### src/rtl/serializer.sv
`timescale 1ns/1ps
// Parallel-to-serial transmitter: LSB-first frames strobed by write_out, separated by GAP_CYCLES idle cycles.
// Optional build macro SERIALIZER_PARITY_EN appends an even-parity bit to every frame.
module serializer #(
  parameter int DATA_WIDTH = 8,
  parameter int GAP_CYCLES = 1
) (
  input  logic                  clock_1MHz,
  input  logic                  reset,
  input  logic [DATA_WIDTH-1:0] data_in,
  input  logic                  data_valid_in,
  output logic                  ack_out,
  output logic                  serial_out,
  output logic                  write_out,
  output logic                  busy_out,
  output logic [7:0]            frames_out
);

`ifdef SERIALIZER_PARITY_EN
  localparam int FRAME_BITS = DATA_WIDTH + 1;
`else
  localparam int FRAME_BITS = DATA_WIDTH;
`endif
  localparam int CNT_W = $clog2(FRAME_BITS + 1);
  localparam int GAP_W = $clog2(GAP_CYCLES + 1);
  localparam logic [CNT_W-1:0] LAST_BIT = CNT_W'(FRAME_BITS);
  localparam logic [GAP_W-1:0] GAP_LAST = GAP_W'(GAP_CYCLES - 1);

  typedef enum logic [1:0] {IDLE, SHIFT, GAP} state_t;

  state_t                state, state_nxt;
  logic [DATA_WIDTH-1:0] shift_reg, shifted;
  logic [CNT_W-1:0]      bit_cnt, bit_cnt_nxt;
  logic [GAP_W-1:0]      gap_cnt, gap_cnt_nxt;
  logic [7:0]            frames_nxt;
  logic                  serial_nxt, write_nxt, ack_nxt, busy_nxt;
  logic                  load, idle_edge, next_bit;

  // shift_reg keeps the whole byte; bit_cnt selects the bit, which also leaves it available for parity.
  assign shifted = shift_reg >> bit_cnt;

`ifdef SERIALIZER_PARITY_EN
  assign next_bit = (bit_cnt == CNT_W'(DATA_WIDTH)) ? ^shift_reg : shifted[0];
`else
  assign next_bit = shifted[0];
`endif

  always_comb begin
    // NOTE: every variable gets a default first so no path through the case infers a latch.
    state_nxt   = state;
    bit_cnt_nxt = bit_cnt;
    gap_cnt_nxt = gap_cnt;
    frames_nxt  = frames_out;
    busy_nxt    = busy_out;
    serial_nxt  = 1'b0;
    write_nxt   = 1'b0;
    ack_nxt     = 1'b0;
    load        = 1'b0;
    idle_edge   = 1'b0;

    unique case (state)
      IDLE: idle_edge = 1'b1;
      SHIFT: begin
        if (bit_cnt == LAST_BIT) begin
          state_nxt   = GAP;
          gap_cnt_nxt = '0;
          frames_nxt  = frames_out + 8'd1;
        end else begin
          serial_nxt  = next_bit;
          write_nxt   = 1'b1;
          bit_cnt_nxt = bit_cnt + CNT_W'(1);
        end
      end
      GAP: begin
        gap_cnt_nxt = gap_cnt + GAP_W'(1);
        if (gap_cnt == GAP_LAST) idle_edge = 1'b1;
      end
      default: state_nxt = IDLE;
    endcase

    // The final GAP edge behaves exactly like an IDLE edge, giving back-to-back frames.
    if (idle_edge) begin
      if (data_valid_in) begin
        load        = 1'b1;
        serial_nxt  = data_in[0];
        write_nxt   = 1'b1;
        ack_nxt     = 1'b1;
        busy_nxt    = 1'b1;
        bit_cnt_nxt = CNT_W'(1);
        state_nxt   = SHIFT;
      end else begin
        busy_nxt  = 1'b0;
        state_nxt = IDLE;
      end
    end
  end

  // NOTE: sequential state uses non-blocking assignments so every register samples pre-edge values.
  always_ff @(posedge clock_1MHz) begin
    if (!reset) begin
      state      <= IDLE;
      bit_cnt    <= '0;
      gap_cnt    <= '0;
      frames_out <= 8'd0;
      serial_out <= 1'b0;
      write_out  <= 1'b0;
      ack_out    <= 1'b0;
      busy_out   <= 1'b0;
    end else begin
      state      <= state_nxt;
      bit_cnt    <= bit_cnt_nxt;
      gap_cnt    <= gap_cnt_nxt;
      frames_out <= frames_nxt;
      serial_out <= serial_nxt;
      write_out  <= write_nxt;
      ack_out    <= ack_nxt;
      busy_out   <= busy_nxt;
    end
  end

  // NOTE: the data register is never read before a load, so it carries no reset.
  always_ff @(posedge clock_1MHz) begin
    if (load) shift_reg <= data_in;
  end

endmodule

### config.mk
export PLATFORM = sky130hd
export DESIGN_NAME = serializer
export DESIGN_NICKNAME = d
export VERILOG_FILES = /design/src/rtl/serializer.sv
export SDC_FILE = /design/constraint.sdc
export NUM_CORES = 1
export LEC_CHECK = 0
export ABC_AREA = 1
export BUFFER_PORTS_ARGS = -buffer_cell sky130_fd_sc_hd__buf_2
export CORE_UTILIZATION = 45
export CTS_CLUSTER_SIZE = 40
export DETAILED_ROUTE_END_ITERATION = 6
export PLACE_DENSITY = 0.68
export SKIP_LAST_GASP = 1
export SYNTH_ARGS = -nofsm -noshare
export SYNTH_HDL_FRONTEND = slang
export SYNTH_SLANG_ARGS = --single-unit
### constraint.sdc
create_clock -name clock_1MHz -period 1.95 [get_ports clock_1MHz]
set_input_delay 0 -clock clock_1MHz [delete_from_list [all_inputs] [get_ports clock_1MHz]]
set_output_delay 0 -clock clock_1MHz [all_outputs]
set_load 0.02 [all_outputs]
==> results.yml <==
run_status:
  outcome: "finished, final reports clean"
sta:
  setup_slack_ns: 0.315
  finalClockSkew_ns: 0.00193
  relSlewSlack_pct: 71.9
  hold_viol: 0
  report.final.setup_viol: 0
  fmax_mhz: 612
  hold_slack_ns: 0.372
  worst_pin_slew_ns: 0.419
  finalSetupTns_ns: 0
  slew_viol_final: 0
  min_period_ns: 1.64
  finalCritPeriodShare_pct: 83.9
  rsz0062_at_grt: "false"
worst_setup_path:
  cp_data_arrival_time_ns: 1.87
  worst-setup-path-type: "flop to flop"
  critPathLaunchType: "flop"
  cp_max_fo: 13
  crit_path_end_kind: "flop"
  crit_required_ns: 2.18
clock_tree:
  cts-root-buf: "clkbuf_4"
  clock_sinks: 27
  cts_tree: "yes"
  htreeDepth: 1
  cts_buffers: 3
  cts_setup_buffers: 0
  clkTransAtPathRegs_ns: 0.14
  cts_resized: 0
  clk_latency_ns: 0.32
  hold_buffers: 10
  ctsLongestPathBuffers: 2
global_routing:
  gr-total-overflow: 0
  antenna_found_initial: 0
  grt_pass1_wl_mm: 3.82
  grt_pass1_vias: 961
  grt_max_degree: 16
  grt_usage_pct: 18.4
layout:
  drive_gt1_share_pct: 20.2
  num-nets-final: 193
  n_antenna_cell: 0
  regArea_um2: 621
  multi_input_area_um2: 502
  layout_commonest_cell: "nand2_1"
  mostFrequentLayoutCells: "nand2_1 (37), buf_2 (22), dfxtp_1 (19), nor2_1 (18), inv_1 (15)"
  syn_to_final_growth_pct: 20.9
  nFillCells: 214
  final_cells: 208
floorplanning:
  die_y_um: 53.8
  num_rows: 18
  die_w_um: 53.8
  dieArea_um2: 2900
  io-pin-count: 23
  core_um2: 2500
  initial_core_util_pct: 48.3
drt:
  dr.pass1.iters: 4
  routed_wl_mm: 2.25
  drt_iter0_drc: 14
  wl_per_cell_um: 10.8
  ant_nets: 0
  dr_total_vias: 1010
  via_per_inst: 4.86
  drc: 0
synthesis:
  synth_seq_area_share_pct: 51.3
  syn_area_um2: 1210
  ys_seq_elements: 27
  synth_cells: 144
  syn_avg_cell_area_um2: 8.39
  ys_warn_count: 0
  ys_types: 23
  synth_nets: 158
placed_design:
  portBuffers: 22
  dp_hpwl_mm: 1.64
  dp_cells: 194
  gp_congestion: 0.800
  place_ws_ns: 0.345
hold_path:
  hp-class: "primary input to flop"
power:
  leakagePower_nw: 0.664
  p_total_mw: 0.981
  ir_worst_vdd_uv: 565
  p_per_area_nw_per_um2: 671
run:
  drv_cap: 0
-- through the flow --
stage | cell area, µm² | util, %
floorplan | 1210 | -
global placement | 1330 | 53.4
detailed placement | 1330 | 53.4
CTS | 1460 | 58.5
global route | 1460 | 58.5
finish | 1460 | 58.5
-- worst paths after layout --
check,start,end,slack (ns),cells after the start
min,data_in[7],shift_reg[7]$_DFFE_PP_,0.37,2
max,bit_cnt[0]$_SDFF_PN0_,frames_out[3]$_SDFFE_PN0P_,0.31,7
max reg2reg,bit_cnt[0]$_SDFF_PN0_,frames_out[3]$_SDFFE_PN0P_,0.31,7
min reg2reg,frames_out[2]$_SDFFE_PN0P_,frames_out[2]$_SDFFE_PN0P_,0.49,2
-- synth_stat cells, drive strengths merged --
cell    number  area share [%]
a21oi        8             3.6
buf          2             1.9
o22ai        1            0.52
nand4        1            0.52
inv         17             5.3
xor2         1            0.72
o21bai       1            0.62
nand3b       1             1.7
nor3         3             1.2
nand2       39              13
nand3       13             6.4
dfxtp       19              31
o21ai        5             2.1
ha           3             3.1
edfxtp       8              20
a31oi        1            0.52
nor2        21             8.0
-- cells by family (layout without fill, tap and decap cells) --
family | after synthesis | in the layout | share of synthesized area (%)
AND/OR/NAND/NOR | 78 | 78 | 30.3
adder cells (fa/ha/maj) | 3 | 3 | 3.11
buffers and inverters | 19 | 53 | 7.14
flip-flops | 27 | 27 | 51.3
XOR/XNOR | 1 | 1 | 0.725
AO/OA/AOI/OAI | 16 | 16 | 7.35
-- critical path: stages, from the launching register on --
cell and delay (ns):
dfxtp_1 0.40, inv_1 0.18, ha_1 0.24, nand3_4 0.11
nor2_4 0.29, nand2_1 0.11, o21ai_0 0.17, nor2_1 0.06
-- report_power, final --
group	internal, mW	switching, mW
clock	0.0769	0.160
combinational	0.0506	0.0708
sequential	0.606	0.0162
total	0.733	0.247
-- final cells by class --
type / instances / area share [%]
repair buffers: 32 / 14.4
multi-input cells: 98 / 34.3
flip-flops and latches: 27 / 42.5
inverters: 17 / 4.37
well taps: 30 / 2.57
clock inverters: 1 / 0.342
clock buffers: 3 / 1.54
-- routing by layer --
metal | wire (µm) | up-vias | global-route usage, % | part of all wire (%)
met4 | 23 | 0 | 6.58 | 1.0
met1 | 1050 | 452 | 20.1 | 47
met2 | 1110 | 20 | 34.6 | 49
li1 | - | 534 | - | -
met3 | 69 | 4 | 3.39 | 3.1
met5 | 0 | - | 0 | 0
Note: power is estimated with default switching activity, not from simulation.
